==> src/rtl/pipe_ctrl_pkg.sv <==
// Shared pipeline-control definitions: hold levels, controller states and widths.
package pipe_ctrl_pkg;

  localparam int unsigned ADDR_W = 64;
  localparam int unsigned CNT_W  = 32;
  localparam int unsigned WD_W   = 32;
  localparam int unsigned LVL_W  = 3;
  localparam int unsigned FCNT_W = 2;

  // Boundary k (PC=1, if_id=2, id_ex=3, ex_mem=4) holds when level >= k.
  typedef enum logic [LVL_W-1:0] {
    HOLD_NONE = 3'd0,
    HOLD_PC   = 3'd1,
    HOLD_IF   = 3'd2,
    HOLD_ID   = 3'd3,
    HOLD_EX   = 3'd4,
    HOLD_MEM  = 3'd5
  } hold_level_e;

  typedef enum logic [1:0] {
    RUN   = 2'd0,
    STALL = 2'd1,
    FLUSH = 2'd2
  } ctrl_state_e;

endpackage

==> src/rtl/pipe_ctrl.sv <==
// Pipeline hold/redirect controller: hazard prioritisation, deferred redirects,
// post-redirect flush window, stall statistics and stall watchdog.
module pipe_ctrl
  import pipe_ctrl_pkg::*;
#(
  parameter int unsigned FLUSH_CYCLES  = 1,
  parameter int unsigned STALL_TIMEOUT = 1023
) (
  input  logic              clk,
  input  logic              rst_n,
  input  logic              jump_req_i,
  input  logic [ADDR_W-1:0] jump_addr_i,
  input  logic              load_use_i,
  input  logic              ex_busy_i,
  input  logic              mem_wait_i,
  output logic [LVL_W-1:0]  pipe_hold_en_o,
  output logic              jump_en_o,
  output logic [ADDR_W-1:0] jump_addr_o,
  output logic [CNT_W-1:0]  stall_cnt_o,
  output logic              stall_timeout_o
);

  ctrl_state_e       state_q, state_d;
  logic [FCNT_W-1:0] flush_cnt_q, flush_cnt_d;
  logic              pend_q, pend_d;
  logic [ADDR_W-1:0] pend_addr_q, pend_addr_d;
  logic [CNT_W-1:0]  stall_cnt_q;
  logic [WD_W-1:0]   wd_q;
  logic [WD_W-1:0]   wd_inc;
  logic              timeout_q;
  logic              any_wait;
  hold_level_e       level;
  logic              jump_en;
  logic [ADDR_W-1:0] jump_addr;

  assign any_wait = mem_wait_i | ex_busy_i;
  assign wd_inc   = (wd_q == '1) ? wd_q : wd_q + WD_W'(1);

  // Next-state, hold level and redirect strobe; waits dominate and defer redirects.
  always_comb begin
    state_d     = state_q;
    flush_cnt_d = flush_cnt_q;
    pend_d      = pend_q;
    pend_addr_d = pend_addr_q;
    level       = HOLD_NONE;
    jump_en     = 1'b0;
    jump_addr   = '0;

    if (any_wait) begin
      level       = mem_wait_i ? HOLD_MEM : HOLD_EX;
      state_d     = STALL;
      flush_cnt_d = '0;
      if (jump_req_i) begin
        pend_d      = 1'b1;
        pend_addr_d = jump_addr_i;
      end
    end else if (jump_req_i || pend_q) begin
      // A fresh request is newer than any latched one, so it wins.
      level     = HOLD_ID;
      jump_en   = 1'b1;
      jump_addr = jump_req_i ? jump_addr_i : pend_addr_q;
      pend_d    = 1'b0;
      if (FLUSH_CYCLES > 0) begin
        state_d     = FLUSH;
        flush_cnt_d = FCNT_W'(FLUSH_CYCLES);
      end else begin
        state_d = RUN;
      end
    end else begin
      if (load_use_i) begin
        level = HOLD_ID;
      end else if (state_q == FLUSH) begin
        level = HOLD_IF;
      end
      if (state_q == FLUSH) begin
        flush_cnt_d = flush_cnt_q - FCNT_W'(1);
        if (flush_cnt_q <= FCNT_W'(1)) begin
          state_d = RUN;
        end
      end else begin
        state_d = RUN;
      end
    end
  end

  always_ff @(posedge clk) begin
    if (!rst_n) begin
      state_q     <= RUN;
      flush_cnt_q <= '0;
      pend_q      <= 1'b0;
      pend_addr_q <= '0;
      stall_cnt_q <= '0;
      wd_q        <= '0;
      timeout_q   <= 1'b0;
    end else begin
      state_q     <= state_d;
      flush_cnt_q <= flush_cnt_d;
      pend_q      <= pend_d;
      pend_addr_q <= pend_addr_d;
      if ((level != HOLD_NONE) && (stall_cnt_q != '1)) begin
        stall_cnt_q <= stall_cnt_q + CNT_W'(1);
      end
      // Watchdog only tracks back-pressure from EX/MEM, not bubbles.
      if (level >= HOLD_EX) begin
        wd_q <= wd_inc;
        if (wd_inc >= WD_W'(STALL_TIMEOUT)) begin
          timeout_q <= 1'b1;
        end
      end else begin
        wd_q <= '0;
      end
    end
  end

  assign pipe_hold_en_o  = rst_n ? LVL_W'(level) : '0;
  assign jump_en_o       = rst_n & jump_en;
  assign jump_addr_o     = rst_n ? jump_addr : '0;
  assign stall_cnt_o     = stall_cnt_q;
  assign stall_timeout_o = timeout_q;

endmodule
==> config.mk <==
export PLATFORM = sky130hd
export DESIGN_NAME = pipe_ctrl
export DESIGN_NICKNAME = d
export VERILOG_FILES = /design/src/rtl/pipe_ctrl_pkg.sv /design/src/rtl/pipe_ctrl.sv
export SDC_FILE = /design/constraint.sdc
export NUM_CORES = 1
export LEC_CHECK = 0
export CELL_PAD_IN_SITES_DETAIL_PLACEMENT = 1
export CELL_PAD_IN_SITES_GLOBAL_PLACEMENT = 1
export CORE_MARGIN = 5
export CORE_UTILIZATION = 39
export CTS_CLUSTER_SIZE = 10
export DETAILED_ROUTE_END_ITERATION = 10
export GPL_TIMING_DRIVEN = 0
export PLACE_DENSITY_LB_ADDON = 0.08
export SYNTH_ARGS = -nofsm -noshare
export SYNTH_HDL_FRONTEND = slang
export SYNTH_SLANG_ARGS = --single-unit
==> constraint.sdc <==
create_clock -name clk -period 4.3 [get_ports clk]
set_input_delay 0.86 -clock clk [delete_from_list [all_inputs] [get_ports clk]]
set_output_delay 0.86 -clock clk [all_outputs]
set_load 0.02 [all_outputs]
==> reports/qor.txt <==
OUTCOME
--------------------------------------------------------------------------------------------------
Status ..............................................................................    completed

LOGIC SYNTHESIS
--------------------------------------------------------------------------------------------------
Proportion of netlist area held by the largest area contributor .....................       40.42%
Dominant cells by area after synthesis .............................................. sky130_fd_sc_hd__dfxtp_1 40%, sky130_fd_sc_hd__mux2i_1 11%, sky130_fd_sc_hd__a22o_1 8.4%, sky130_fd_sc_hd__nor2_1 6.6%, sky130_fd_sc_hd__xnor2_1 5.9%
Mapped Cells ........................................................................          744
Portion of the post-synthesis area used by sequential elements ......................       40.42%
Number of enable flip-flop cells after synthesis ....................................            0
Top cells by instance count after synthesis ......................................... 134 x sky130_fd_sc_hd__dfxtp_1, 117 x sky130_fd_sc_hd__nor2_1, 70 x sky130_fd_sc_hd__mux2i_1
Number of warnings reported in the yosys synthesis log ..............................            0
Most common cell in the synthesized netlist ......................................... sky130_fd_sc_hd__dfxtp_1
Number of distinct library cells after synthesis ....................................           53
Average footprint of a synthesized cell .............................................    8.920 um2
Cell accounting for the most synthesized area ....................................... sky130_fd_sc_hd__dfxtp_1
Share of flip-flops with an asynchronous set or reset after synthesis ...............           0%
Synthesized net count ...............................................................          817
Flip-flop and latch count after synthesis ...........................................          134
Synthesized area .................................................................... 0.006636 mm2
Post-synth top flop ................................................................. sky130_fd_sc_hd__dfxtp_1

GLOBAL ROUTING
--------------------------------------------------------------------------------------------------
Largest net degree at the start of global routing ...................................           17
Overflow after GRT ..................................................................            0
Total routing usage reported by global routing ......................................       21.43%
Via count of the first global-routing pass ..........................................         6700
Initial antenna violation count .....................................................            2
Wire length of the first global-routing pass ........................................     34630 um

WORST SETUP PATH
--------------------------------------------------------------------------------------------------
Startpoint types .................................................................... primary input
Data required time at the worst endpoint ............................................      3440 ps
Crit path cell chain ................................................................ clkdlybuf4s50_1 > nor2_1 > nand2_1 > or2_4 > buf_1 > nor2_1 > clkdlybuf4s50_1
Cell with the largest stage delay on the worst path ................................. sky130_fd_sc_hd__clkdlybuf4s50_1
Sort of element at the end of the critical path ..................................... primary output
Worst-path maximum fanout ...........................................................           11
Critical setup path kind ............................................................ primary input to primary output
Worst EP arrival ....................................................................      3210 ps
Stage delay of the slowest cell on the critical path ................................       640 ps

FLOORPLANNING
--------------------------------------------------------------------------------------------------
Total die area ......................................................................  0.01972 mm2
Io pins .............................................................................          171
Die Y-Extent ........................................................................     140.4 um
Core area ...........................................................................  0.01664 mm2
Effective utilization at floorplan ..................................................       39.88%
FP Rows .............................................................................           47
Die Width ...........................................................................     140.4 um

TIMING
--------------------------------------------------------------------------------------------------
Number of endpoints failing setup at the final stage ................................            0
Worst setup skew after layout .......................................................     9.131 ps
Max-slew violation count ............................................................            0
Final total negative setup slack ....................................................         0 ps
Setup repair after global routing missed its margin .................................        false
Worst slew slack as a fraction of its limit .........................................       36.80%
Number of endpoints with negative hold slack in the final report ....................            0
Final cycle utilization of the critical path ........................................       94.67%
Tightest Pin Transition .............................................................     941.7 ps
Max Freq ............................................................................    245.6 MHz
Min Clock Period, post-route ........................................................      4071 ps

CLOCK NETWORK
--------------------------------------------------------------------------------------------------
CTS H-tree lvls .....................................................................            4
Number of buffers created by CTS ....................................................           17
Clk root buf ........................................................................ sky130_fd_sc_hd__clkbuf_16
Clock sink count ....................................................................          134
Number of buffers on the longest clock path .........................................            2
Later-pin clock latency in the skew report ..........................................       420 ps
Clock tree from TritonCTS ...........................................................          yes
Clock transition time at the flip-flop clock pins of the worst setup and hold paths .        50 ps
Number of buffers inserted by post-CTS setup repair .................................            0

PLACED DESIGN
--------------------------------------------------------------------------------------------------
Final Wtd Congestion ................................................................       0.8401
Port buffer count ...................................................................          168
HPWL after detailed placement .......................................................     15540 um

LAYOUT
--------------------------------------------------------------------------------------------------
Filler Cells Inserted ...............................................................         1883
Layout cells sized above 1 ..........................................................       5.845%
Final nets ..........................................................................         1003
Area delta synth->final .............................................................       39.48%

PWR
--------------------------------------------------------------------------------------------------
Static power due to leakage .........................................................     3.495 nW
Peak ir drop on the vdd network .....................................................  0.0003015 V
Total power per unit cell area ...................................................... 352.5 mW/mm2
Power Total .........................................................................     3.263 mW

DRT
--------------------------------------------------------------------------------------------------
Aggregate routed wire length ........................................................     21400 um
Number of nets still failing antenna checks after routing ...........................            0
Average routed wire per standard cell ...............................................     18.40 um
Drc violations ......................................................................            0
Vias post-DR ........................................................................         6263
Via density .........................................................................        5.385
DRT iter0 DRCs ......................................................................          193
Number of search-and-repair iterations in the first detailed-routing pass ...........            4

FLOW RUN
--------------------------------------------------------------------------------------------------
Number of max-capacitance violations reported .......................................            0

HOLD PATH
--------------------------------------------------------------------------------------------------
Hold/Removal Path Class ............................................................. register to register

-- layout by cell type, fill, tap and decap left out, types with 4 or more instances in the layout --
| master | n |
|---|---|
| sky130_fd_sc_hd__clkdlybuf4s50_1 | 167 |
| sky130_fd_sc_hd__dfxtp_1 | 134 |
| sky130_fd_sc_hd__nor2_1 | 117 |
| sky130_fd_sc_hd__mux2i_1 | 70 |
| sky130_fd_sc_hd__a22o_1 | 64 |
| sky130_fd_sc_hd__xnor2_1 | 45 |
| sky130_fd_sc_hd__nand3_1 | 35 |
| sky130_fd_sc_hd__clkbuf_1 | 33 |
| sky130_fd_sc_hd__nand2_1 | 32 |
| sky130_fd_sc_hd__and2_1 | 32 |
| sky130_fd_sc_hd__nand4_1 | 22 |
| sky130_fd_sc_hd__clkbuf_16 | 17 |
| sky130_fd_sc_hd__xor2_1 | 15 |
| sky130_fd_sc_hd__and3_1 | 14 |
| sky130_fd_sc_hd__inv_1 | 13 |
| sky130_fd_sc_hd__and4_1 | 12 |
| sky130_fd_sc_hd__nor3_1 | 9 |
| sky130_fd_sc_hd__o21ai_0 | 9 |
| sky130_fd_sc_hd__buf_2 | 8 |
| sky130_fd_sc_hd__a21oi_1 | 7 |
| sky130_fd_sc_hd__buf_1 | 6 |
| sky130_fd_sc_hd__bufinv_16 | 6 |
| sky130_fd_sc_hd__o211ai_1 | 5 |
| sky130_fd_sc_hd__a31oi_1 | 4 |
| sky130_fd_sc_hd__or3_1 | 4 |
-- metrics by stage --
step           cells  area, um2  setup slack (ps)  hold slack (ps)  util [%]
2_1_floorplan    744       6636              1121            424.4         -
3_3_place_gp    1132       8593             3.465            453.8     51.64
3_5_place_dp    1132       8593            -72.90            455.8     51.64
4_1_cts         1161       9245             14.14            475.9     55.55
5_1_grt         1163       9256             31.93            487.4     55.62
6_report        1163       9256             229.1            475.1     55.62
-- kinds of logic (layout without fill, tap and decap cells) --
group	after synthesis	in the layout	share of synthesized area [%]
simple gates	301	301	23.04
flops	134	134	40.42
compound gates	112	112	13.61
mux	71	71	10.73
buf+inv	63	260	3.714
xor+xnor	60	60	7.919
fa+ha+maj	3	3	0.5657
other cells	0	2	0
-- routing by layer --
layer,GRT usage (%),vias to the layer above,part of all wire [%]
met1,24.17,3048,41
met4,8.363,0,3.0
li1,-,3019,-
met3,5.624,43,4.9
met2,38.46,153,51
met5,0,-,0
-- power by group --
part           total [mW]  leakage (nW)  internal [mW]  switching (mW)
registers            1.31          1.09           1.28          0.0285
logic               0.311          2.08          0.156           0.155
clock network        1.64         0.319           1.08           0.558
-- worst paths after layout --
kind	to	from	cells after the start	slack (ps)
setup / recovery	jump_addr_o[5]	mem_wait_i	7	230
hold / removal	pend_addr_q[53]	pend_addr_q[53]	1	480
setup reg to reg	stall_cnt_o[15]	stall_cnt_o[20]	8	1530
hold reg to reg	pend_addr_q[53]	pend_addr_q[53]	1	480
-- critical path: cells and delay by family --
family	cells	cell delay [ps]
buffers and inverters	3	1390
and+or+nand+nor	4	960
-- area by class of cell --
cell class                      count  area, um2  area share [%]
Tap cell                          220      275.3           2.974
Clock inverter                     13      229.0           2.474
Inverter                           13      48.80          0.5272
Timing Repair Buffer              168       1684           18.19
Multi-Input combinational cell    547       3710           40.08
Clock buffer                       17      425.4           4.596
Antenna cell                        2      5.005         0.05407
Sequential cell                   134       2683           28.98
Buffer                             49      196.4           2.122
-- sequential cells by signal, indices dropped and copies added (netlist names) --
name,count
state_q,2
pend_addr_q,64
pend_q,1
flush_cnt_q,2
stall_timeout_o,1
stall_cnt_o,32
wd_q,32
-- what timing repair did --
action,4_1_cts,5_1_grt
hold buffers,0,0
pin swaps,0,0
hold endpoints to repair,0,0
gates resized for setup,1,5
endpoints found under the setup margin,50,19
Note: power is estimated with default switching activity, not from simulation.
